$ cat config.mk
export PLATFORM = sky130hd
export DESIGN_NAME = idu_pipe
export DESIGN_NICKNAME = d
export VERILOG_FILES = /design/src/rtl/idu_pipe.sv
export SDC_FILE = /design/constraint.sdc
export NUM_CORES = 1
export LEC_CHECK = 0
export CORE_ASPECT_RATIO = 0.5
export CORE_UTILIZATION = 48
export CTS_CLUSTER_SIZE = 40
export DETAILED_ROUTE_END_ITERATION = 10
export MAX_ROUTING_LAYER = met4
export PLACE_DENSITY = 0.8
export REMOVE_ABC_BUFFERS = 1
export SLEW_MARGIN = 20
export SYNTH_ARGS = -nofsm -noshare
export SYNTH_HDL_FRONTEND = slang
export SYNTH_SLANG_ARGS = --single-unit
export TNS_END_PERCENT = 50
$ cat constraint.sdc
create_clock -name clk -period 2.4 [get_ports clk]
set_input_delay 0.36 -clock clk [delete_from_list [all_inputs] [get_ports clk]]
set_output_delay 0.36 -clock clk [all_outputs]
set_load 0.01 [all_outputs]
$ cat src/rtl/idu_pipe.sv
// idu_pipe: instruction decode stage with a small output queue and a register
// busy scoreboard.
//
// Decodes one 32-bit RV instruction per cycle into class, immediate, rd/rd_wen
// and illegal flags. It reads both source registers, then pushes the result
// into a DEPTH-entry FIFO that feeds execute. A 32-bit busy scoreboard tracks
// destinations still in flight and stalls fetch while a used source is busy.
//
// Ports
//   clk, rst                  clock; asynchronous active-low reset
//   ifu_valid/ifu_ready       fetch handshake; ifu_inst, ifu_pc bundle
//   rs1_addr/rs2_addr         register-file read addresses (inst fields)
//   rs1_data/rs2_data         register-file read data
//   idu_valid/exu_ready       execute handshake on the queue head
//   idu_pc .. idu_illegal     queue head fields
//   wb_valid/wb_rd            writeback retire, clears a busy bit
//   flush                     drop queue contents and all busy bits
//   idu_count                 queue occupancy
module idu_pipe #(
  parameter int XLEN  = 32,
  parameter int DEPTH = 2
) (
  input  logic                     clk,
  input  logic                     rst,
  input  logic                     ifu_valid,
  output logic                     ifu_ready,
  input  logic [31:0]              ifu_inst,
  input  logic [XLEN-1:0]          ifu_pc,
  output logic [4:0]               rs1_addr,
  output logic [4:0]               rs2_addr,
  input  logic [XLEN-1:0]          rs1_data,
  input  logic [XLEN-1:0]          rs2_data,
  output logic                     idu_valid,
  input  logic                     exu_ready,
  output logic [XLEN-1:0]          idu_pc,
  output logic [31:0]              idu_inst,
  output logic [XLEN-1:0]          idu_imm,
  output logic [XLEN-1:0]          idu_rs1_data,
  output logic [XLEN-1:0]          idu_rs2_data,
  output logic [4:0]               idu_rd_addr,
  output logic                     idu_rd_wen,
  output logic [9:0]               idu_class,
  output logic                     idu_illegal,
  input  logic                     wb_valid,
  input  logic [4:0]               wb_rd,
  input  logic                     flush,
  output logic [$clog2(DEPTH):0]   idu_count
);

  localparam int PW = $clog2(DEPTH);
  localparam int CW = PW + 1;

  localparam int C_LUI    = 0;
  localparam int C_AUIPC  = 1;
  localparam int C_JAL    = 2;
  localparam int C_JALR   = 3;
  localparam int C_BRANCH = 4;
  localparam int C_LOAD   = 5;
  localparam int C_STORE  = 6;
  localparam int C_OPIMM  = 7;
  localparam int C_OP     = 8;
  localparam int C_SYSTEM = 9;

  typedef struct packed {
    logic [XLEN-1:0] pc;
    logic [31:0]     inst;
    logic [XLEN-1:0] imm;
    logic [XLEN-1:0] rs1_data;
    logic [XLEN-1:0] rs2_data;
    logic [4:0]      rd;
    logic            rd_wen;
    logic [9:0]      cls;
    logic            illegal;
  } entry_t;

  logic [6:0]      opcode;
  logic [2:0]      funct3;
  logic [4:0]      rd;
  logic [9:0]      cls;
  logic            illegal;
  logic [31:0]     imm32;
  logic [XLEN-1:0] imm;
  logic            sys_rs1;
  logic            rs1_used;
  logic            rs2_used;
  logic            rd_wen;
  logic            hazard;
  logic            full;
  logic            push;
  logic            pop;

  logic [31:0]     busy;
  logic [31:0]     busy_nxt;
  logic [PW-1:0]   wr_ptr;
  logic [PW-1:0]   rd_ptr;
  entry_t          q_mem [DEPTH];

  assign opcode   = ifu_inst[6:0];
  assign funct3   = ifu_inst[14:12];
  assign rd       = ifu_inst[11:7];
  assign rs1_addr = ifu_inst[19:15];
  assign rs2_addr = ifu_inst[24:20];

  always_comb begin
    cls     = '0;
    illegal = 1'b0;
    case (opcode)
      7'b0110111: cls[C_LUI]    = 1'b1;
      7'b0010111: cls[C_AUIPC]  = 1'b1;
      7'b1101111: cls[C_JAL]    = 1'b1;
      7'b1100111: cls[C_JALR]   = 1'b1;
      7'b1100011: cls[C_BRANCH] = 1'b1;
      7'b0000011: cls[C_LOAD]   = 1'b1;
      7'b0100011: cls[C_STORE]  = 1'b1;
      7'b0010011: cls[C_OPIMM]  = 1'b1;
      7'b0110011: cls[C_OP]     = 1'b1;
      7'b1110011: cls[C_SYSTEM] = 1'b1;
      default:    illegal       = 1'b1;
    endcase
  end

  // OP, SYSTEM and illegal fall through to a zero immediate.
  always_comb begin
    imm32 = '0;
    if (cls[C_LUI] | cls[C_AUIPC])
      imm32 = {ifu_inst[31:12], 12'b0};
    else if (cls[C_JAL])
      imm32 = {{12{ifu_inst[31]}}, ifu_inst[19:12], ifu_inst[20], ifu_inst[30:21], 1'b0};
    else if (cls[C_BRANCH])
      imm32 = {{20{ifu_inst[31]}}, ifu_inst[7], ifu_inst[30:25], ifu_inst[11:8], 1'b0};
    else if (cls[C_STORE])
      imm32 = {{21{ifu_inst[31]}}, ifu_inst[30:25], ifu_inst[11:7]};
    else if (cls[C_JALR] | cls[C_LOAD] | cls[C_OPIMM])
      imm32 = {{21{ifu_inst[31]}}, ifu_inst[30:20]};
  end

  // Signed size cast sign-extends to XLEN (a no-op at XLEN=32).
  assign imm = XLEN'($signed(imm32));

  // Only the register forms of CSR access (funct3 1..3) read rs1.
  assign sys_rs1  = cls[C_SYSTEM] & (funct3 != 3'd0) & ~funct3[2];
  assign rs1_used = cls[C_JALR] | cls[C_BRANCH] | cls[C_LOAD] | cls[C_STORE] |
                    cls[C_OPIMM] | cls[C_OP] | sys_rs1;
  assign rs2_used = cls[C_BRANCH] | cls[C_STORE] | cls[C_OP];
  assign rd_wen   = (cls[C_LUI] | cls[C_AUIPC] | cls[C_JAL] | cls[C_JALR] |
                     cls[C_LOAD] | cls[C_OPIMM] | cls[C_OP] |
                     (cls[C_SYSTEM] & (funct3 != 3'd0))) & (rd != 5'd0);

  // busy[0] is held at 0, so x0 never raises a hazard.
  assign hazard = (rs1_used & busy[rs1_addr]) | (rs2_used & busy[rs2_addr]);

  assign full      = (idu_count == CW'(DEPTH));
  assign ifu_ready = ~full & ~hazard & ~flush;
  assign idu_valid = (idu_count != '0);
  assign push      = ifu_valid & ifu_ready;
  assign pop       = idu_valid & exu_ready;

  // Clear first, then set, so a same-cycle retire and re-allocation of one
  // register leaves it busy.
  always_comb begin
    busy_nxt = busy;
    if (wb_valid)
      busy_nxt[wb_rd] = 1'b0;
    if (push & rd_wen)
      busy_nxt[rd] = 1'b1;
    busy_nxt[0] = 1'b0;
  end

  always_ff @(posedge clk or negedge rst) begin
    if (!rst)
      busy <= '0;
    else if (flush)
      busy <= '0;
    else
      busy <= busy_nxt;
  end

  always_ff @(posedge clk or negedge rst) begin
    if (!rst) begin
      idu_count <= '0;
      wr_ptr    <= '0;
      rd_ptr    <= '0;
    end else if (flush) begin
      idu_count <= '0;
      wr_ptr    <= '0;
      rd_ptr    <= '0;
    end else begin
      if (push)
        wr_ptr <= wr_ptr + 1'b1;
      if (pop)
        rd_ptr <= rd_ptr + 1'b1;
      case ({push, pop})
        2'b10:   idu_count <= idu_count + 1'b1;
        2'b01:   idu_count <= idu_count - 1'b1;
        default: idu_count <= idu_count;
      endcase
    end
  end

  // Entries are reset so the head fields read zero while in reset.
  always_ff @(posedge clk or negedge rst) begin
    if (!rst) begin
      for (int i = 0; i < DEPTH; i++)
        q_mem[i] <= '0;
    end else if (push) begin
      q_mem[wr_ptr] <= '{pc: ifu_pc, inst: ifu_inst, imm: imm,
                         rs1_data: rs1_data, rs2_data: rs2_data,
                         rd: rd, rd_wen: rd_wen, cls: cls, illegal: illegal};
    end
  end

  assign idu_pc       = q_mem[rd_ptr].pc;
  assign idu_inst     = q_mem[rd_ptr].inst;
  assign idu_imm      = q_mem[rd_ptr].imm;
  assign idu_rs1_data = q_mem[rd_ptr].rs1_data;
  assign idu_rs2_data = q_mem[rd_ptr].rs2_data;
  assign idu_rd_addr  = q_mem[rd_ptr].rd;
  assign idu_rd_wen   = q_mem[rd_ptr].rd_wen;
  assign idu_class    = q_mem[rd_ptr].cls;
  assign idu_illegal  = q_mem[rd_ptr].illegal;

endmodule

After elaboration in Yosys (flattened, before gate mapping)
Cells that the tools add are included.
{"block": "classes", "bitwise": 37, "mux": 39, "add_sub_neg": 4, "eq_ne": 13, "n_lt_le_gt_ge": 9, "reduce_logical": 10}
{"op": "177-bit two-way mux", "count": 4}
{"op": "354-bit bitwise mux", "count": 1}
{"op": "32-bit two-way mux", "count": 8}
{"op": "177-bit demux with 1-bit select", "count": 1}
{"op": "32-bit bitwise AND", "count": 1}
{"op": "32-bit NOT", "count": 1}
{"op": "32-bit bitwise OR", "count": 1}
{"op": "7-bit == test (second input constant)", "count": 4}
{"op": "5-bit by 6-bit < comparator with 1-bit output (second input constant)", "count": 4}
{"op": "7-bit by 6-bit == test with 1-bit output (second input constant)", "count": 3}
{"op": "1-bit two-way mux", "count": 19}
{"op": "1-bit bitwise OR", "count": 18}
{"op": "7-bit by 5-bit == test with 1-bit output (second input constant)", "count": 2}
{"op": "1-bit bitwise AND", "count": 10}
{"op": "1-bit binary-select mux with 5-bit select", "count": 2}
{"op": "1-bit demux with 5-bit select", "count": 2}
{"op": "5-bit by 1-bit >= comparator with 1-bit output (second input constant)", "count": 2}
{"op": "10-bit OR reduction", "count": 1}
{"op": "7-bit by 2-bit == test with 1-bit output (second input constant)", "count": 1}
{"op": "2-bit nonzero test", "count": 3}
{"op": "3-bit nonzero test", "count": 2}
{"op": "5-bit nonzero test", "count": 1}
{"op": "2-bit == test (second input constant)", "count": 2}
{"op": "2-bit >= comparator (second input constant)", "count": 2}
{"op": "other kinds (10)", "count": 17}
{"block": "totals", "word_cells": 134, "regBits": 390, "out_inout_bits": 191, "in_bits": 139}

Longest topological paths before layout
Gate-level depths: netlist (run 1).
{"block": "logic_depth", "word_depth": 17, "mapped_depth": 11, "depth_no_buf": 6}

Worst setup path before layout (run 1)
Ideal clock, no wire load.
{"block": "synth_timing", "path_type": "input-to-reg", "from": "input ifu_inst[20]", "to": "register q_mem[100] (netlist name)", "arrival_time_ns": 2.399, "setup_time_ns": 0.125, "cell_stages": 10, "n_path_buf": 4, "path_slack_ns": -0.124, "cell_sequence": "buf_2 mux2i_1 mux4_2 a221oi_2 a31oi_2 nand4_1 buf_2 buf_6 buf_6 mux2_4"}
{"block": "synth_via", "elab_chain_len": 8}
{"item": "from (decl)", "line": "27", "text": "input logic [31:0] ifu_inst,"}
{"item": "1-bit binary-select mux with 5-bit select", "line": "150", "text": "assign hazard = (rs1_used & busy[rs1_addr]) | (rs2_used & busy[rs2_addr]);"}
{"item": "1-bit two-way mux (implied by the code)", "line": "150"}
{"item": "1-bit bitwise AND", "line": "150"}
{"item": "1-bit bitwise OR", "line": "150"}
{"item": "1-bit NOT", "line": "153", "text": "assign ifu_ready = ~full & ~hazard & ~flush;"}
{"item": "1-bit bitwise AND (2 in a row)", "line": "153"}
{"item": "1-bit bitwise AND", "line": "155", "text": "assign push = ifu_valid & ifu_ready;"}
{"item": "to (signal, indexed assignment)", "line": "206", "text": "q_mem[wr_ptr] <= '{pc: ifu_pc, inst: ifu_inst, imm: imm,"}
{"item": "to (decl)", "line": "96", "text": "entry_t q_mem [DEPTH];"}
No other way between the ends. The select of a mux whose other input is x is not followed.
A chain may end at the register's enable or synchronous reset.

Final worst setup path (run 1)
{"block": "layout_timing", "from": "register busy[17]", "to": "register q_mem[99] (netlist name)"}
{"block": "layout_via", "elab_chain_len": 8, "word_cells_on_any_way": 11}
{"item": "from (decl)", "line": "92", "text": "logic [31:0] busy;"}
{"item": "from (signal assigned)", "line": "175", "text": "busy <= busy_nxt;"}
{"item": "1-bit binary-select mux with 5-bit select", "line": "150"}
{"item": "1-bit two-way mux (implied by the code)", "line": "150"}
{"item": "1-bit bitwise AND", "line": "150"}
{"item": "1-bit bitwise OR *", "line": "150"}
{"item": "1-bit NOT *", "line": "153"}
{"item": "1-bit bitwise AND * (2 in a row)", "line": "153"}
{"item": "1-bit bitwise AND *", "line": "155"}
Every way passes the cells marked *; elsewhere a longest branch is shown, timed or not. The select of a mux whose other input is x is not followed.

==> flow_metrics.py, run 1 <==
metrics = {
    "outcome": {
        "outcome": "finished with violations",
        "violations": "negative setup slack",
    },
    "clocking": {
        "clock_latency_ns": 0.54,
        "htreeDepth": 2,
        "cts_buffer_depth": 3,
        "clkTransAtPathRegs_ns": 0.07,
        "clock_sinks": 379,
        "cts_tree": "done",
        "clockRootBuffer": "clkbuf_16",
        "cts_buffers": 35,
    },
    "setup_path": {
        "path_max_fanout": 7,
        "r2r_cells": 12,
        "end_kind": "register",
        "r2r_end": "q_mem[99]$_DFFE_PN0P_",
        "rrSetupSlack_ns": -0.36,
        "critPathArrivalTime_ns": 3.16,
        "crit_required_ns": 2.81,
        "startpoint": "busy[17]$_DFF_PN0_",
        "critPathKind": "reg2reg",
        "start_kind": "register",
        "r2r_start": "busy[17]$_DFF_PN0_",
    },
    "sta": {
        "whs_ns": 0.401,
        "fin_crit_sh": 1.15,
        "setup_slack_ns": -0.355,
        "max_freq_mhz": 363,
        "finalCriticalPeriod_ns": 2.76,
        "drv_slew": 0,
        "slew_headroom": 0.583,
        "clock_skew_ns": 0.0170,
        "finalHoldViolations": 0,
        "fin_setup_tns_ns": -104.01,
        "tightest_slew_ns": 0.625,
        "finalSetupViolCount": 449,
        "rsz0062_at_grt": "true",
    },
    "power_and_ir_drop": {
        "cell_internal_pwr_uw": 14400,
        "p_clk_frac": 0.299,
        "p_comb_frac": 0.274,
        "swShare": 0.274,
        "switchingPower_uw": 5420,
        "p_leak_uw": 0.0126,
        "ir_worst_vdd_mv": 0.452,
        "p_seq_frac": 0.427,
        "pwr_density_cell_mw_per_mm2": 766,
    },
    "drt": {
        "dr_total_vias": 12800,
        "post-route-drc-count": 0,
        "post_drt_via_cell_ratio": 5.58,
        "first_iter_violations": 853,
        "ant_nets": 0,
        "first_pass_iters": 5,
        "wl_per_cell_um": 23.5,
        "drt_wl_total_um": 53800,
    },
    "floorplanning": {
        "die_area_mm2": 0.0395,
        "core_mm2": 0.0377,
        "num_io_pins": 330,
        "rows": 50,
        "die_h_um": 141,
        "dieWidth_um": 280,
        "initial_utilization": 0.492,
    },
    "logic_synthesis": {
        "synth_top_family_by_area": "multiplexers",
        "synth-xor-area-share": 0.000472,
        "synth_seq_cells": 379,
        "synth_edf_count": 0,
        "synth_cells": 1288,
        "yosysSeqAreaShare": 0.511,
        "synth_ff_type": "dfrtp_1",
        "synthMuxAreaShare": 0.366,
        "yosys.area_share.simple": 0.0493,
        "ys_types": 52,
        "syn_avg_cell_area_um2": 14.4,
        "synth-compound-area-share": 0.0379,
        "yosysWarnings": 0,
        "syn_area_mm2": 0.0186,
        "async_reset_ff_frac": 1.00,
        "synth_fa_ha_area_frac": 0,
    },
    "place": {
        "port_buffers": 329,
        "gp_congestion": 0.923,
        "dp_hpwl_um": 34500,
    },
    "worst_hold_path": {
        "hp-class": "in2async",
    },
    "grt": {
        "grt-ovfl-total": 0,
        "grt_use_total": 0.265,
        "grt_max_degree": 71,
        "grt_pass1_vias": 13800,
        "grt_pass1_wl_um": 78700,
        "antenna_found_initial": 0,
    },
    "cells_and_area": {
        "fin_nets": 1885,
        "drive_above_1_share": 0.476,
        "syn2layout_area_growth_pct": 39.2,
        "fin_util": 0.685,
        "num_antenna_cells": 0,
    },
    "job": {
        "maxCapViolCount": 0,
    },
}
-- sequential cells by signal, summed over array words and instances (netlist names) --
| signal | flops |
|---|---|
| busy | 31 |
| wr_ptr | 1 |
| idu_count | 2 |
| rd_ptr | 1 |
| q_mem | 344 |
-- worst max-delay path, stage by stage (launching register included) --
cell       delay [ns]
dfrtp_1          0.41
buf_6            0.13
mux4_2           0.48
nand2_2          0.11
a41oi_4          0.11
o221ai_4         0.22
buf_6            0.14
buf_6            0.08
nand4_1          0.10
buf_6            0.18
clkbuf_16        0.19
buf_16           0.16
mux2_4           0.30
-- what timing repair did --
item,in CTS,in global routing
setup buffers,32,5
hold buffers,1,0
gates cloned,10,22
endpoints found under the hold margin,60,0
endpoints found under the setup margin,552,502
gates resized for setup,262,99
pin swaps,9,12
-- per-stage QoR --
| stage | setup slack, ns | power (uW) | area (um^2) | cells |
|---|---|---|---|---|
| final | -0.355 | 19800 | 25800 | 2291 |
| after global routing | -0.448 | 20600 | 25800 | 2291 |
| after CTS | -0.321 | 19700 | 25100 | 2268 |
| after detailed placement | -0.835 | 14000 | 23200 | 2163 |
| after global placement | -0.876 | 13700 | 23200 | 2163 |
| after floorplan | -7.39 | 11500 | 17900 | 1186 |
-- cells in the final DEF (no fill, tap or decap), types with 20 or more instances in the layout --
cell type,instances
dfrtp_1,378
mux2_2,341
mux2_4,174
clkdlybuf4s50_1,149
dlygate4sd2_1,130
buf_4,96
clkbuf_16,54
nand2_1,50
buf_12,31
buf_6,24
nor2b_1,23
nand3b_1,21
o21ai_0,20
nor2_1,20
-- cells in the mapped netlist, types with 4 or more instances --
cell | number | area share
a21o_1 | 12 | 0.0049
a21oi_1 | 6 | 0.0016
a22o_1 | 5 | 0.0024
and2_1 | 11 | 0.0037
and3_1 | 4 | 0.0013
buf_1 | 4 | 0.00081
buf_2 | 23 | 0.0062
buf_4 | 16 | 0.0065
buf_6 | 19 | 0.012
clkbuf_1 | 39 | 0.0079
dfrtp_1 | 379 | 0.51
inv_1 | 6 | 0.0012
mux2_2 | 356 | 0.22
mux2_4 | 158 | 0.13
mux2i_1 | 11 | 0.0059
mux4_2 | 13 | 0.016
nand2_1 | 51 | 0.010
nand2b_1 | 7 | 0.0024
nand3_1 | 9 | 0.0024
nand3b_1 | 21 | 0.0085
nor2_1 | 20 | 0.0040
nor2b_1 | 23 | 0.0078
nor3_1 | 4 | 0.0011
nor3b_1 | 5 | 0.0020
o21ai_0 | 20 | 0.0054
o41ai_1 | 31 | 0.015
-- area by class of cell --
cell class	instances	area, um^2
well taps	520	651
flip-flops and latches	379	9490
clock buffers	47	1030
repair buffers	523	5730
inverters	6	22.5
multi-input cells	801	8750
fillers	2484	11900
clock inverters	15	164
-- metal layers --
| layer | vias to the layer above | share of wire | global-route usage |
|---|---|---|---|
| li1 | 5597 | - | - |
| met1 | 6633 | 0.39 | 0.305 |
| met2 | 396 | 0.52 | 0.461 |
| met3 | 154 | 0.043 | 0.0408 |
| met4 | 0 | 0.047 | 0.113 |
| met5 | - | 0 | - |
-- power groups by stage --
| stage | registers [uW] | clock network (uW) | logic [uW] |
|---|---|---|---|
| floorplan | 8290 | 0 | 3250 |
| global placement | 8380 | 0 | 5310 |
| detailed placement | 8500 | 0 | 5460 |
| CTS | 8390 | 6010 | 5310 |
| global route | 8560 | 6300 | 5730 |
| finish | 8440 | 5920 | 5430 |
-- logic make-up (layout without fill, tap and decap cells) --
group | count (synthesis) | count (layout)
mux | 539 | 539
buf+inv | 108 | 591
xor+xnor | 1 | 1
flops | 379 | 379
simple gates | 169 | 169
compound gates | 92 | 92
-- how the worst max path moves through the flow --
stage | end | cells past startpoint
floorplan | q_mem[177]$_DFFE_PN0P_ | 6
global placement | ifu_ready | 8
detailed placement | ifu_ready | 8
CTS | q_mem[217]$_DFFE_PN0P_ | 10
global route | q_mem[96]$_DFFE_PN0P_ | 12
finish | q_mem[99]$_DFFE_PN0P_ | 12
Power figures use the tool's default switching activity.
==> run 2: changes to the inputs <==
--- a/config.mk
+++ b/config.mk
@@ -5,12 +5,15 @@
 export SDC_FILE = /design/constraint.sdc
 export NUM_CORES = 1
 export LEC_CHECK = 0
-export CORE_ASPECT_RATIO = 0.5
-export CORE_UTILIZATION = 48
+export CELL_PAD_IN_SITES_DETAIL_PLACEMENT = 0
+export CELL_PAD_IN_SITES_GLOBAL_PLACEMENT = 2
+export CORE_ASPECT_RATIO = 0.9
+export CORE_UTILIZATION = 34
+export CTS_BUF_LIST = sky130_fd_sc_hd__clkbuf_8
 export CTS_CLUSTER_SIZE = 40
 export DETAILED_ROUTE_END_ITERATION = 10
 export MAX_ROUTING_LAYER = met4
-export PLACE_DENSITY = 0.8
+export PLACE_DENSITY = 0.81
 export REMOVE_ABC_BUFFERS = 1
 export SLEW_MARGIN = 20
 export SYNTH_ARGS = -nofsm -noshare
==> run 2 against run 1 <==
The flow still finishes with violations (negative setup slack). Fmax grew 1.1%. Global-route usage down 7.6 points. Sequential cell count did not move. Sequential power decreased by 0.7%. Critical path depth shrank 6. Routed wire length fell by 4.1%. Count of clock-buffer cells in the layout grew 35. Register-to-register slack gained 0.04 ns. Critical path type is now reg2out. Largest cell class unchanged.
==> flow_metrics.py, run 2 (synthesis results as in run 1) <==
metrics = {
    "drt": {
        "ant_nets": 0,
        "drt_wl_total_um": 51600,
        "dr_total_vias": 12400,
        "wl_per_cell_um": 20.6,
        "dr.max_layer_used": "met4",
        "met1_length_um": 22600,
        "post_drt_via_cell_ratio": 4.93,
        "post-route-drc-count": 0,
        "first_iter_violations": 441,
        "first_pass_iters": 5,
        "met3_length_um": 3410,
        "wl_met2_um": 24500,
    },
    "cells_and_area": {
        "syn2layout_area_growth_pct": 36.8,
        "stdcell_count": 2508,
        "largest_register_ffs": 344,
        "drive_above_1_share": 0.504,
        "largest_register": "q_mem",
        "final_cell_mix": "dfrtp_1, mux2_2, mux2_4",
        "layout_commonest_cell": "dfrtp_1",
        "fin_nets": 1896,
        "top_regs": "q_mem: 344 flops, busy: 31 flops, idu_count: 2 flops",
    },
    "grt": {
        "grt_use_total": 0.188,
        "grt_pass1_wl_um": 78000,
        "antenna_found_initial": 2,
        "grt-ovfl-total": 0,
        "grt_max_degree": 91,
        "grt_pass1_vias": 13400,
    },
    "setup_path": {
        "critPathArrivalTime_ns": 2.37,
        "crit_required_ns": 2.04,
        "slowest_delay_ns": 0.51,
        "critPathKind": "reg2out",
        "r2r_cells": 9,
        "path_max_fanout": 3,
        "end_kind": "output pin",
        "worstPathCellList": "mux2i_1 > mux4_2 > a221oi_4 > a31oi_2 > and2_4 > buf_6",
        "slowest_stage": "mux4_2",
        "start_kind": "register",
    },
    "clocking": {
        "cts_tree": "done",
        "clock_sinks": 379,
        "htreeDepth": 3,
        "cts_buffer_depth": 3,
        "clockRootBuffer": "clkbuf_8",
        "clock_latency_ns": 0.64,
        "cts_buffers": 71,
        "clkTransAtPathRegs_ns": 0.06,
    },
    "power_and_ir_drop": {
        "pwr_density_cell_mw_per_mm2": 777,
        "finalPower_uw": 19700,
        "ir_worst_vdd_mv": 0.446,
        "p_comb_frac": 0.272,
        "p_clk_frac": 0.303,
        "cell_internal_pwr_uw": 14300,
        "p_leak_uw": 0.0123,
        "switchingPower_uw": 5450,
        "swShare": 0.276,
        "p_seq_frac": 0.424,
    },
    "floorplanning": {
        "initial_utilization": 0.347,
        "die_h_um": 224,
        "num_io_pins": 330,
        "core_mm2": 0.0535,
        "dieWidth_um": 248,
        "rows": 80,
        "die_area_mm2": 0.0555,
    },
    "place": {
        "dp_hpwl_um": 34100,
        "port_buffers": 329,
        "gp_congestion": 0.830,
        "placed_cells": 2340,
    },
    "job": {
        "maxCapViolCount": 0,
    },
    "outcome": {
        "outcome": "finished with violations",
        "violations": "negative setup slack",
    },
    "sta": {
        "tightest_slew_ns": 0.567,
        "setup_slack_ns": -0.326,
        "drv_slew": 0,
        "finalSetupViolCount": 519,
        "rsz0062_at_grt": "true",
        "slew_headroom": 0.622,
        "clock_skew_ns": 0.0261,
        "max_freq_mhz": 367,
        "finalHoldViolations": 0,
        "finalCriticalPeriod_ns": 2.73,
        "fin_crit_sh": 1.14,
    },
    "worst_hold_path": {
        "hp-class": "in2async",
    },
}
## run 2: cell types whose count changed in the layout (fill, tap and decap cells not counted), moves of 16 or more
cell,change
dlygate4sd2_1,-82
clkbuf_8,+75
clkbuf_16,-50
buf_2,+45
inv_1,+27
clkdlybuf4s50_1,+22
o41ai_1,+17
o41ai_2,-17
buf_6,+16
clkdlybuf4s15_1,-16
## run 2: power by group through the flow
| stage | Clock, uW | Combinational, uW | Sequential [uW] |
|---|---|---|---|
| 2_1_floorplan | 0 | 3250 | 8290 |
| 3_3_place_gp | 0 | 5360 | 8360 |
| 3_5_place_dp | 0 | 5450 | 8440 |
| 4_1_cts | 6270 | 5380 | 8360 |
| 5_1_grt | 6540 | 5750 | 8530 |
| 6_report | 5980 | 5370 | 8380 |
## run 2: timing repair
item	in CTS	in global routing
endpoints found under the hold margin	164	0
hold buffers	1	0
endpoints found under the setup margin	545	547
gates cloned	5	5
pin swaps	4	8
gates resized for setup	436	76
buffers inserted	25	6
## run 2: stage by stage
step	setup TNS [ns]	hold WS, ns	worst slack (ns)	instance area [um^2]	util
after floorplan	-2955.96	0.0644	-7.39	17900	-
after global placement	-301.08	0.280	-0.857	23400	0.438
after detailed placement	-292.02	0.275	-0.836	23400	0.438
after CTS	-120.04	0.148	-0.396	25000	0.468
after global routing	-139.52	0.192	-0.405	25400	0.475
final	-108.67	0.209	-0.326	25400	0.475
## run 2: worst max-delay path: cells and delay by family (launching register included)
kind                   cells  cell delay, ns
and+or+nand+nor            1            0.19
buffers and inverters      1            0.12
AOI/OAI and AO/OA          2            0.43
muxes                      2            0.61
DFF                        1            0.39
## run 2: worst paths after layout
check	start	to	slack (ns)
setup / recovery	busy[17]$_DFF_PN0_	ifu_ready	-0.33
hold reg to reg	q_mem[210]$_DFFE_PN0P_	q_mem[210]$_DFFE_PN0P_	0.50
setup reg to reg	busy[17]$_DFF_PN0_	q_mem[35]$_DFFE_PN0P_	-0.32
min in group clk	rs2_data[27]	q_mem[221]$_DFFE_PN0P_	0.36
max in group asynchronous	rst	q_mem[1]$_DFFE_PN0P_	1.34
hold / removal	rst	q_mem[153]$_DFFE_PN0P_	0.21
## run 2: final cells by class
cell class	instances	area, um^2
Antenna cell	4	10.0
Clock buffer	82	1130
Clock inverter	41	206
Fill cell	4821	28100
Inverter	6	22.5
Multi-Input combinational cell	801	8610
Sequential cell	379	9490
Tap cell	697	872
Timing Repair Buffer	498	5060
## run 2: layer usage
layer / global-route usage / vias to the layer above
met5: - / -
met4: 0.0551 / 0
met3: 0.0524 / 89
met2: 0.293 / 359
met1: 0.237 / 6294
li1: - / 5618
==> run 3: changes to the inputs <==
--- a/config.mk
+++ b/config.mk
@@ -5,10 +5,11 @@
 export SDC_FILE = /design/constraint.sdc
 export NUM_CORES = 1
 export LEC_CHECK = 0
+export ABC_AREA = 1
 export CELL_PAD_IN_SITES_DETAIL_PLACEMENT = 0
 export CELL_PAD_IN_SITES_GLOBAL_PLACEMENT = 2
 export CORE_ASPECT_RATIO = 0.9
-export CORE_UTILIZATION = 34
+export CORE_UTILIZATION = 28
 export CTS_BUF_LIST = sky130_fd_sc_hd__clkbuf_8
 export CTS_CLUSTER_SIZE = 40
 export DETAILED_ROUTE_END_ITERATION = 10
==> run 3 against run 2 <==
The run still ends with negative setup slack left. Count of clock-buffer cells in the layout grew 11. Power grew 15%. First-iteration DRC count increased to 2.6 times the previous value. Core utilization down 8.4 points. Worst hold slack worse by 0.033 ns. Sequential share of layout area is 1.2 points higher. Cell count grew 45%. Critical path depth shrank 3. Synthesized area fell by 3.7%. Clock power is 9.4% higher.
==> flow_metrics.py, run 3 <==
metrics = {
    "outcome": {
        "outcome": "finished with violations",
        "violations": "negative setup slack",
    },
    "place": {
        "gp_congestion": 0.855,
        "port_buffers": 329,
        "dp_slack_ns": -0.714,
        "placed_cells": 3478,
        "placed_cell_area_mm2": 0.0228,
        "dp_hpwl_um": 39700,
    },
    "logic_synthesis": {
        "yosysSeqAreaShare": 0.531,
        "synthTopCellsByArea": "dfrtp_1, nand2_1, o21ai_0, o21ai_1, inv_1",
        "yosys-top-cells-count": "nand2_1, dfrtp_1, o21ai_0",
        "synthMostInstantiatedCell": "nand2_1",
        "synth_top_cell_by_area": "dfrtp_1",
        "synth_seq_cells": 379,
        "synth_ff_type": "dfrtp_1",
        "syn_avg_cell_area_um2": 7.77,
        "synth_cells": 2299,
        "ys_types": 27,
        "yosysWarnings": 0,
        "yosys.area.top_type_share": 0.531,
        "synth_edf_count": 0,
        "syn_area_mm2": 0.0179,
        "async_reset_ff_frac": 1.00,
    },
    "power_and_ir_drop": {
        "switchingPower_uw": 7630,
        "p_seq_frac": 0.409,
        "p_leak_uw": 0.0133,
        "p_comb_frac": 0.303,
        "pwr_density_cell_mw_per_mm2": 920,
        "ir_worst_vdd_mv": 0.328,
        "p_clk_frac": 0.288,
        "swShare": 0.337,
        "cell_internal_pwr_uw": 15000,
    },
    "clocking": {
        "clockRootBuffer": "clkbuf_8",
        "clock_sinks": 379,
        "htreeDepth": 3,
        "cts_buffers": 75,
        "cts_buffer_depth": 3,
        "cts_tree": "done",
        "clock_latency_ns": 0.64,
        "clkTransAtPathRegs_ns": 0.06,
    },
    "floorplanning": {
        "num_io_pins": 330,
        "initial_utilization": 0.284,
        "core_mm2": 0.0629,
        "dieWidth_um": 268,
        "die_area_mm2": 0.0648,
        "rows": 87,
        "die_h_um": 242,
    },
    "grt": {
        "grt_pass1_wl_um": 90300,
        "antenna_found_initial": 1,
        "grt_use_total": 0.184,
        "grt-ovfl-total": 0,
        "grt_pass1_vias": 16200,
        "grt_max_degree": 111,
    },
    "cells_and_area": {
        "drive_above_1_share": 0.157,
        "syn2layout_area_growth_pct": 37.8,
        "design_area_mm2": 0.0246,
        "final_cell_mix": "nand2_1, dfrtp_1, o21ai_1",
        "fin_nets": 2871,
        "fin_util": 0.391,
        "largest_register": "q_mem",
        "layout_commonest_cell": "nand2_1",
        "top_regs": "q_mem: 344 flops, busy: 31 flops, idu_count: 2 flops",
        "largest_register_ffs": 344,
        "stdcell_count": 3629,
    },
    "sta": {
        "tightest_slew_ns": 0.628,
        "fin_crit_sh": 1.06,
        "max_freq_mhz": 394,
        "clock_skew_ns": 0.0306,
        "finalHoldViolations": 0,
        "setup_slack_ns": -0.141,
        "slew_headroom": 0.582,
        "finalCriticalPeriod_ns": 2.54,
        "finalSetupViolCount": 4,
        "drv_slew": 0,
        "rsz0062_at_grt": "true",
    },
    "setup_path": {
        "path_max_fanout": 10,
        "critPathArrivalTime_ns": 2.18,
        "rrSetupSlack_ns": 0.24,
        "r2r_cells": 12,
        "start_kind": "register",
        "crit_required_ns": 2.04,
        "end_kind": "output pin",
        "endpoint": "idu_imm[21]",
        "critPathKind": "reg2out",
        "startpoint": "rd_ptr$_DFFE_PN0P_",
        "r2r_start": "busy[22]$_DFF_PN0_",
        "r2r_end": "q_mem[285]$_DFFE_PN0P_",
    },
    "drt": {
        "first_pass_iters": 5,
        "ant_nets": 0,
        "drt_wl_total_um": 59100,
        "dr_total_vias": 16500,
        "first_iter_violations": 1157,
        "wl_per_cell_um": 16.3,
        "post_drt_via_cell_ratio": 4.53,
        "post-route-drc-count": 0,
    },
    "worst_hold_path": {
        "hp-class": "in2async",
    },
    "job": {
        "maxCapViolCount": 0,
    },
}
[run 3: changes by cell type in the layout (fill, tap and decap cells not counted), moves of 27 or more]
cell,previous run,this run
dlymetal6s2s_1,13,73
inv_1,33,207
nand3_1,9,90
mux2_2,338,0
nor2_1,20,48
o41ai_1,27,0
nand2_1,50,945
o21ai_0,20,188
o21ai_1,1,211
mux2_4,176,0
dlygate4sd2_1,48,2
clkbuf_2,8,62
a21oi_1,6,36
[run 3: worst max-delay path: stages, from the launching register on]
cell             delay (ns)
dfrtp_4                0.57
buf_4                  0.22
o21ai_1                0.20
clkdlybuf4s50_1        0.57
[run 3: worst min-delay path by stage]
stage                     from                      to  slack, ns  depth (start not counted)
after global routing       rst   q_mem[50]$_DFFE_PN0P_       0.14                          2
after global placement     rst  q_mem[227]$_DFFE_PN0P_       0.24                          1
after detailed placement   rst   q_mem[50]$_DFFE_PN0P_       0.25                          1
after CTS                  rst   q_mem[50]$_DFFE_PN0P_       0.11                          2
after floorplan            rst      busy[10]$_DFF_PN0_       0.06                          0
final                      rst   q_mem[50]$_DFFE_PN0P_       0.18                          2
[run 3: metal layers]
metal,global-route usage,wire (um),vias up
met4,0.0499,1020,0
met1,0.249,27800,7795
met5,-,0,-
met3,0.0393,3490,79
met2,0.275,26800,456
li1,-,-,8121
[run 3: area by class of cell]
class                   count  area [um^2]
fillers                  6637        38300
flip-flops and latches    379         9490
inverters                 191          747
diodes                      1         2.50
clock inverters            35          210
clock buffers              93         1280
repair buffers            502         4970
multi-input cells        1583         6880
well taps                 845         1060
[run 3: logic make-up after synthesis]
logic type | Yosys count | share of synthesized area
buffers and inverters | 337 | 0.0933
AOI/OAI and AO/OA | 449 | 0.127
and+or+nand+nor | 1133 | 0.249
xor gates and xnor gates | 1 | 0.000490
DFF | 379 | 0.531
[run 3: power groups by stage]
stage / clock [uW] / combinational, uW / sequential, uW
2_1_floorplan: 0 / 3340 / 9220
3_3_place_gp: 0 / 7160 / 9260
3_5_place_dp: 0 / 7280 / 9350
4_1_cts: 6800 / 7230 / 9250
5_1_grt: 7080 / 7710 / 9510
6_report: 6540 / 6860 / 9270
[run 3: repair_timing]
item                                    in CTS  in global routing
hold buffers                                 1                  0
gates resized for setup                    139                310
buffers inserted                             2                 14
pin swaps                                    1                 29
hold endpoints to repair                   150                  0
cloned                                       1                  4
endpoints found under the setup margin     178                169
[run 3: per-stage QoR]
step	setup TNS, ns	hold WS, ns	power [uW]
floorplan	-804.20	0.0644	12600
global placement	-142.95	0.241	16400
detailed placement	-162.51	0.247	16600
CTS	-47.53	0.107	23300
global route	-2.47	0.139	24300
finish	-0.205	0.176	22700
